**config.mk**
```make
export PLATFORM = sky130hd
export DESIGN_NAME = msgmii_rst_seq
export DESIGN_NICKNAME = d
export VERILOG_FILES = /design/src/rtl/msgmii_rst_seq.sv
export SDC_FILE = /design/constraint.sdc
export NUM_CORES = 1
export LEC_CHECK = 0
export ABC_CLOCK_PERIOD_IN_PS = 1800
export BUFFER_PORTS_ARGS = -buffer_cell sky130_fd_sc_hd__buf_2
export CORE_AREA = 2 2 54 107
export CTS_BUF_LIST = sky130_fd_sc_hd__clkbuf_16
export DETAILED_ROUTE_END_ITERATION = 6
export DIE_AREA = 0 0 56 109
export PLACE_DENSITY = 0.46
export RECOVER_POWER = 50
export REMOVE_ABC_BUFFERS = 1
export SETUP_SLACK_MARGIN = 0.5
export SKIP_LAST_GASP = 1
export SLEW_MARGIN = 20
export SYNTH_ARGS = -nofsm -noshare
export SYNTH_HDL_FRONTEND = slang
export SYNTH_SLANG_ARGS = --single-unit
```
**constraint.sdc**
```tcl
create_clock -name clk -period 1.8 [get_ports clk]
set_clock_uncertainty 0.1 [all_clocks]
set_input_delay 0.18 -clock clk [delete_from_list [all_inputs] [get_ports clk]]
set_output_delay 0.18 -clock clk [all_outputs]
set_load 0.02 [all_outputs]
```
**src/rtl/msgmii_rst_seq.sv**
```systemverilog
// ----------------------------------------------------------------------------
// msgmii_rst_seq
//
// Reset sequencer for the SGMII MAC clock/reset block. It holds the global
// MAC reset while the SerDes PLL acquires lock. It then releases the
// per-clock-domain reset requests one at a time, lowest bit first. It
// re-sequences from scratch when lock is lost or software asks for a reset.
//
// Ports
//   clk       in   1        system clock, all logic on posedge
//   rst_n     in   1        synchronous active-low reset
//   pll_lock  in   1        PLL lock (asynchronous, 2-flop synchronised here)
//   sw_rst    in   1        software reset request, level sensitive
//   rst_all   out  1        global reset request, active-high, registered
//   rst_dom   out  NUM_DOM  per-domain reset requests, bit 0 released first
//   ready     out  1        high only while in RUN
//   lock_err  out  1        sticky lock-timeout flag
//   state_o   out  3        current FSM state (debug/CSR)
//
// Handshake: there is no valid/ready traffic here. pll_lock and sw_rst are
// plain levels. The outputs are levels, and the synchroniser downstream
// samples them every cycle.
// ----------------------------------------------------------------------------
module msgmii_rst_seq #(
    parameter int NUM_DOM     = 5,
    parameter int HOLD_CYC    = 64,
    parameter int STAGGER_CYC = 8,
    parameter int LOCK_TO_CYC = 65535,
    parameter int CNT_W       = 16
) (
    input  logic               clk,
    input  logic               rst_n,
    input  logic               pll_lock,
    input  logic               sw_rst,
    output logic               rst_all,
    output logic [NUM_DOM-1:0] rst_dom,
    output logic               ready,
    output logic               lock_err,
    output logic [2:0]         state_o
);

    localparam logic [2:0] ST_ASSERT    = 3'd0;
    localparam logic [2:0] ST_WAIT_LOCK = 3'd1;
    localparam logic [2:0] ST_SETTLE    = 3'd2;
    localparam logic [2:0] ST_RELEASE   = 3'd3;
    localparam logic [2:0] ST_RUN       = 3'd4;

    localparam int IDX_W = (NUM_DOM > 1) ? $clog2(NUM_DOM) : 1;

    localparam logic [CNT_W-1:0] HOLD_LAST    = CNT_W'(HOLD_CYC - 1);
    localparam logic [CNT_W-1:0] STAGGER_LAST = CNT_W'(STAGGER_CYC - 1);
    localparam logic [CNT_W-1:0] LOCK_TO_LAST = CNT_W'(LOCK_TO_CYC - 1);
    localparam logic [IDX_W-1:0] IDX_LAST     = IDX_W'(NUM_DOM - 1);

    logic [2:0]         state;
    logic [CNT_W-1:0]   cnt;
    logic [IDX_W-1:0]   dom_idx;
    logic [1:0]         sync_q;
    logic               lock_s;

    logic [2:0]         nxt_state;
    logic [CNT_W-1:0]   nxt_cnt;
    logic [IDX_W-1:0]   nxt_idx;
    logic               set_err;
    logic [NUM_DOM-1:0] nxt_dom;

    assign lock_s  = sync_q[1];
    assign state_o = state;

    // Next-state logic. cnt goes back to zero on every state change, so it
    // never wraps.
    always_comb begin
        nxt_state = state;
        nxt_cnt   = cnt + 1'b1;
        nxt_idx   = dom_idx;
        set_err   = 1'b0;
        if (sw_rst) begin
            // Software reset beats every other transition. While it is held,
            // it keeps restarting the ASSERT count.
            nxt_state = ST_ASSERT;
            nxt_cnt   = '0;
            nxt_idx   = '0;
        end else begin
            case (state)
                ST_ASSERT: begin
                    if (cnt == HOLD_LAST) begin
                        nxt_state = ST_WAIT_LOCK;
                        nxt_cnt   = '0;
                    end
                end
                ST_WAIT_LOCK: begin
                    if (lock_s) begin
                        nxt_state = ST_SETTLE;
                        nxt_cnt   = '0;
                    end else if (cnt == LOCK_TO_LAST) begin
                        nxt_state = ST_ASSERT;
                        nxt_cnt   = '0;
                        set_err   = 1'b1;
                    end
                end
                ST_SETTLE: begin
                    if (!lock_s) begin
                        nxt_state = ST_WAIT_LOCK;
                        nxt_cnt   = '0;
                    end else if (cnt == HOLD_LAST) begin
                        nxt_state = ST_RELEASE;
                        nxt_cnt   = '0;
                        nxt_idx   = '0;
                    end
                end
                ST_RELEASE: begin
                    if (!lock_s) begin
                        nxt_state = ST_ASSERT;
                        nxt_cnt   = '0;
                    end else if (cnt == STAGGER_LAST) begin
                        nxt_cnt = '0;
                        if (dom_idx == IDX_LAST) begin
                            nxt_state = ST_RUN;
                        end else begin
                            nxt_idx = dom_idx + 1'b1;
                        end
                    end
                end
                ST_RUN: begin
                    nxt_cnt = '0;
                    if (!lock_s) begin
                        nxt_state = ST_ASSERT;
                    end
                end
                default: begin
                    nxt_state = ST_ASSERT;
                    nxt_cnt   = '0;
                    nxt_idx   = '0;
                end
            endcase
        end
    end

    // Domain mask, decoded from the next state. That way the registered
    // outputs move in the same cycle as the state register.
    always_comb begin
        nxt_dom = '1;
        for (int i = 0; i < NUM_DOM; i++) begin
            if (nxt_state == ST_RUN) begin
                nxt_dom[i] = 1'b0;
            end else if (nxt_state == ST_RELEASE) begin
                nxt_dom[i] = (i > int'(nxt_idx));
            end
        end
    end

    always_ff @(posedge clk) begin
        if (!rst_n) begin
            state    <= ST_ASSERT;
            cnt      <= '0;
            dom_idx  <= '0;
            sync_q   <= '0;
            rst_all  <= 1'b1;
            rst_dom  <= '1;
            ready    <= 1'b0;
            lock_err <= 1'b0;
        end else begin
            state    <= nxt_state;
            cnt      <= nxt_cnt;
            dom_idx  <= nxt_idx;
            sync_q   <= {sync_q[0], pll_lock};
            rst_all  <= !((nxt_state == ST_RELEASE) || (nxt_state == ST_RUN));
            rst_dom  <= nxt_dom;
            ready    <= (nxt_state == ST_RUN);
            if (sw_rst) begin
                lock_err <= 1'b0;
            end else if (set_err) begin
                lock_err <= 1'b1;
            end
        end
    end

endmodule

```
Word level (Yosys, flattened, before mapping)
Cells that the tools add are included.
{"block": "word_totals", "regBits": 32, "latchBits": 0, "ram_bits": 0, "romBits": 0, "in_bits": 4, "output_inout_bits": 11, "wordCells": 69, "mem_count": 0}
{"block": "classes", "add_sub_neg": 2, "multipliers": 0, "div": 0, "n_lt_le_gt_ge": 4, "n_eq_ne": 10, "shifts": 0, "muxes": 39, "bitwise_logic": 1, "reduce_logical": 5}
{"operator": "$mux 16", "n": 6}
{"operator": "$pmux 16 s4", "n": 1}
{"operator": "$mux 3", "n": 16}
{"operator": "$add 16x1->16 const B", "n": 1}
{"operator": "$eq 16x16->1 const B", "n": 1}
{"operator": "$eq 16x3->1 const B", "n": 1}
{"operator": "$eq 16x6->1 const B", "n": 1}
{"operator": "$pmux 3 s5", "n": 1}
{"operator": "$mux 1", "n": 14}
{"operator": "$eq 3x2->1 const B", "n": 3}
{"operator": "$eq 3x3->1 const B", "n": 3}
{"operator": "$pmux 3 s3", "n": 1}
{"operator": "$gt 2x3->1 const A", "n": 2}
{"operator": "$add 3x1->3 const B", "n": 1}
{"operator": "$eq 3x1->1 const B", "n": 1}
{"operator": "$gt 1x3->1 const A", "n": 1}
{"operator": "$gt 3x3->1 const A", "n": 1}
{"operator": "$logic_not 3->1", "n": 1}
{"operator": "$reduce_or 3->1", "n": 1}
{"operator": "$reduce_or 2->1", "n": 1}
{"operator": "$logic_not 1->1", "n": 1}
{"operator": "$logic_or 1x1->1", "n": 1}
{"operator": "$not 1->1", "n": 1}

Logic depth before layout (Yosys ltp)
{"block": "logic_depth", "ltp_word": 9, "mapped_depth": 8, "mapped_depth_nobuf": 8}

Worst setup path before layout
No wires, ideal clock.
{"block": "synth_path", "path_kind": "reg-to-reg", "start": "register state[1] (netlist: state_o[1])", "end": "register rst_dom[3]", "arrival_time_ps": 1803, "path_slack_ps": -238, "stages_incl_launch_ff": 7, "n_path_buf": 0, "path_cell_list": "dfxtp_1 -> nand2_1 -> or2_2 -> or4_1 -> a31oi_1 -> a21o_1 -> a21oi_1"}
{"block": "synth_via", "elab_chain_len": 8}
{"element": "from (decl)", "line": "55", "source": "logic [2:0] state;"}
{"element": "from (signal assigned)", "line": "163", "source": "state <= nxt_state;"}
{"element": "parallel branches: the longest is 7 deep, another holds $gt 2x3->1"}
{"element": "$mux 1 *", "line": "144", "source": "if (nxt_state == ST_RUN) begin"}
{"element": "to (signal assigned)", "line": "168", "source": "rst_dom <= nxt_dom;"}
{"element": "to (decl)", "line": "36", "source": "output logic [NUM_DOM-1:0] rst_dom,"}
Every way passes the cells marked *.
A chain may end at the register's enable or synchronous reset.

Worst setup path after layout
{"block": "layout_path", "start": "register cnt[6]", "end": "register rst_dom[1]"}
{"block": "layout_via", "elab_chain_len": 8}
{"element": "from (decl)", "line": "56", "source": "logic [CNT_W-1:0] cnt;"}
{"element": "from (signal assigned)", "line": "164", "source": "cnt <= nxt_cnt;"}
{"element": "$eq 16x3->1, or another cell as far along", "line": "115", "source": "end else if (cnt == STAGGER_LAST) begin"}
{"element": "$mux 3 (on tied branches)", "line": "115, 105, 95"}
{"element": "$mux 3 (on tied branches)", "line": "112, 102, 92"}
{"element": "$pmux 3 s3 or $pmux 3 s5 (tied branches)", "line": "84", "source": "case (state)"}
{"element": "$mux 3", "line": "77", "source": "if (sw_rst) begin"}
{"element": "$gt 1x3->1 or $eq 3x2->1 (tied branches)", "line": "147, 146"}
{"element": "$mux 1", "line": "146", "source": "end else if (nxt_state == ST_RELEASE) begin"}
{"element": "$mux 1 *", "line": "144"}
Every way passes the cells marked *; elsewhere a longest branch is shown, timed or not.

==> impl_metrics.tcl <==
set metrics [dict create \
    finalSetupViolations 22 \
    area_growth_syn_to_layout_pct 56.7 \
    pwr-share-clk 0.515 \
    muxShareOfSynthArea 0.00649 \
    portBuffers 14 \
    worst-path-buf-inv 2 \
    initial_utilization 0.289 \
    hold_viol 0 \
    fmax_ghz 0.512 \
    cts_made_buffers 5 \
    cp_slowest_cell "dfxtp_4" \
    grt_pass1_wl_um 6670 \
    grt_max_degree 17 \
    maxCapViolCount 0 \
    setup_ws_ns -0.152 \
    postSynthAreaPerCell_um2 8.76 \
    p_switching_w 0.000314 \
    drive_gt1_frac 0.464 \
    yosysMostFrequentCell "dfxtp_1" \
    coreArea_mm2 0.00533 \
    grt_pass1_vias 1468 \
    globalRouteOverflowTotal 0 \
    die_h_um 109 \
    synthXorXnorAreaFrac 0.0795 \
    synth_edf_count 0 \
    netlist.area_leader.share 0.403 \
    dp_slack_ns -0.208 \
    synth_top_family_by_area "simple AND/OR/NAND/NOR gates" \
    globalplace.congestion 0.800 \
    clk_latency_ns 0.27 \
    drt_wl_total_um 4040 \
    crit_type "register to register" \
    tightest_slew_ns 0.408 \
    antenna_cells 0 \
    cp_data_arrival_time_ns 2.06 \
    hold_depth 2 \
    max_stage_delay_ns 0.35 \
    critPathTopFamily "compound AO/OA/AOI/OAI gates" \
    required_ns 1.91 \
    synthArstFlopShare 0 \
    multi_input_comb_area_mm2 0.00101 \
    end_kind "register" \
    antenna_found_initial 0 \
    crit_cells 8 \
    synth_area_leaders "dfxtp_1, nor2_1, xor2_1" \
    period_share 1.08 \
    path_clk_slew_ns 0.05 \
    die_x_um 56 \
    num_vias 1507 \
    first_pass_iters 4 \
    cts_buffer_depth 2 \
    cts.sinks 31 \
    fin_crit_ns 1.95 \
    final_nets 255 \
    reg2reg_depth 8 \
    synth_warnings 0 \
    ios 15 \
    synth_top_cell_by_area "dfxtp_1" \
    root_buffer "clkbuf_16" \
    synth-simple-area-share 0.303 \
    ys_seq_area_frac 0.403 \
    htreeDepth 2 \
    routed_via_density 4.89 \
    initialDrtViolationCount 36 \
    dieArea_mm2 0.00610 \
    ant_nets 0 \
    sw_frac_of_total 0.206 \
    cp_max_fo 3 \
    ys_types 48 \
    fillCellCount 530 \
    rsz0062_at_grt "true" \
    p_leak_nw 0.988 \
    synth_seq_cells 31 \
    p_int_w 0.00121 \
    synth_flop_cell "dfxtp_1" \
    cp-start-kind "register" \
    cp_cell_sequence "buf_6, and4bb_1, nand4_1, buf_4, o211ai_1, a31oi_2, a211o_1, a21oi_2" \
    post-dp-hpwl_um 2790 \
    yosys-top-cells-count "dfxtp_1, nor2_1, nand2_1" \
    synth_compound_area_frac 0.137 \
    seqPwrFrac 0.454 \
    seq_area_um2 644 \
    status "finished, violations left" \
    synth_adder_area_share 0.0325 \
    grtUsageTotal 0.138 \
    min-delay-path-class "input pin to register" \
    detail_route.wl_per_cell_um 13.1 \
    ir_drop_uv 452 \
    cts_tree "done" \
    reg2reg_slack_ns -0.15 \
    drv_slew 0 \
    violations "negative setup slack" \
    synthesis.area_mm2 0.00154 \
    slew_headroom 0.725 \
    drc 0 \
    num_rows 38 \
    power.density_mw_per_mm2 630 \
    hold-worst-slack_ns 0.0181 \
    cts_hold_buf 0 \
    p_comb_frac 0.031 \
    syn_inst 176 \
]
-- state kept, by name, summed over array words and instances (netlist names) --
name      count
cnt          16
rst_dom       4
dom_idx       3
state_o       3
sync_q        2
lock_err      1
ready         1
rst_all       1
-- area by class of cell --
cell class | instances | share of cell area
Clock inverter | 3 | 0.00518
Inverter | 4 | 0.00622
Timing Repair Buffer | 71 | 0.221
Multi-Input combinational cell | 134 | 0.418
Sequential cell | 31 | 0.267
Tap cell | 60 | 0.0311
Clock buffer | 5 | 0.0518
-- through the flow --
stage | instances | TNS (ns) | utilization | power, W | cell area [µm²]
finish | 308 | -0.715 | 0.453 | 0.00152 | 2410
global route | 308 | -4.39 | 0.453 | 0.00159 | 2410
CTS | 303 | -0.920 | 0.430 | 0.00154 | 2290
detailed placement | 286 | -3.56 | 0.371 | 0.000748 | 1980
global placement | 286 | -2.98 | 0.371 | 0.000747 | 1980
floorplan | 169 | -2.26 | - | 0.000724 | 1500
-- worst reg2reg max path: cells and delay by family, from the launching register on --
family                 cells  cell delay, ns
buffers and inverters      2            0.29
AND/OR/NAND/NOR            2            0.40
AO/OA/AOI/OAI              4            0.75
flip-flops                 1            0.35
-- layer usage --
layer | track usage | vias to the layer above | wire (µm)
met1 | 0.174 | 709 | 1760
met2 | 0.227 | 25 | 2070
met4 | 0.0595 | 0 | 56
met5 | 0 | - | 0
li1 | - | 767 | -
met3 | 0.0297 | 6 | 148
-- power by group through the flow --
stage / logic (W) / registers [W] / clock network [W]
finish: 0.0000473 / 0.000691 / 0.000784
global route: 0.0000517 / 0.000691 / 0.000845
CTS: 0.0000421 / 0.000695 / 0.000807
detailed placement: 0.0000399 / 0.000708 / 0
global placement: 0.0000395 / 0.000708 / 0
floorplan: 0.0000155 / 0.000709 / 0
-- layout by cell type (no fill, tap or decap), types with 2 or more instances in the layout --
cell type  instances
buf_4             48
nor2_1            27
dfxtp_1           18
nand2_1           10
dfxtp_2           10
nand4_1            9
xor2_1             9
nand3_1            8
buf_2              8
buf_6              8
clkbuf_1           6
inv_1              5
a21oi_1            5
xnor2_1            5
clkbuf_16          5
a21oi_2            4
and3_4             3
nor3_1             3
nor4_4             3
and2_1             3
dfxtp_4            3
o21ai_2            2
a211o_1            2
nor2_4             2
or2_2              2
a211oi_2           2
o21a_1             2
o211ai_1           2
a21o_1             2
ha_1               2
ha_4               2
-- logic make-up (layout without fill, tap and decap cells) --
family                   after synthesis  after routing
XOR/XNOR                              14             14
AND/OR/NAND/NOR                       86             86
flip-flops                            31             31
buffers and inverters                 11             83
adder cells (fa/ha/maj)                4              4
AO/OA/AOI/OAI                         29             29
multiplexers                           1              1
-- path summary, 6_finish.rpt --
check	end	start
setup / recovery	rst_dom[1]	cnt[6]
hold / removal	sync_q[0]	pll_lock
setup reg to reg	rst_dom[1]	cnt[6]
hold reg to reg	sync_q[1]	sync_q[0]
-- repair_timing --
| item | in CTS | in global routing |
|---|---|---|
| endpoints found under the hold margin | 0 | 0 |
| pin swaps | 15 | 9 |
| gates resized for setup | 28 | 29 |
| buffers inserted | 9 | 5 |
| endpoints found under the setup margin | 29 | 31 |
(Power assumes the default switching activity.)
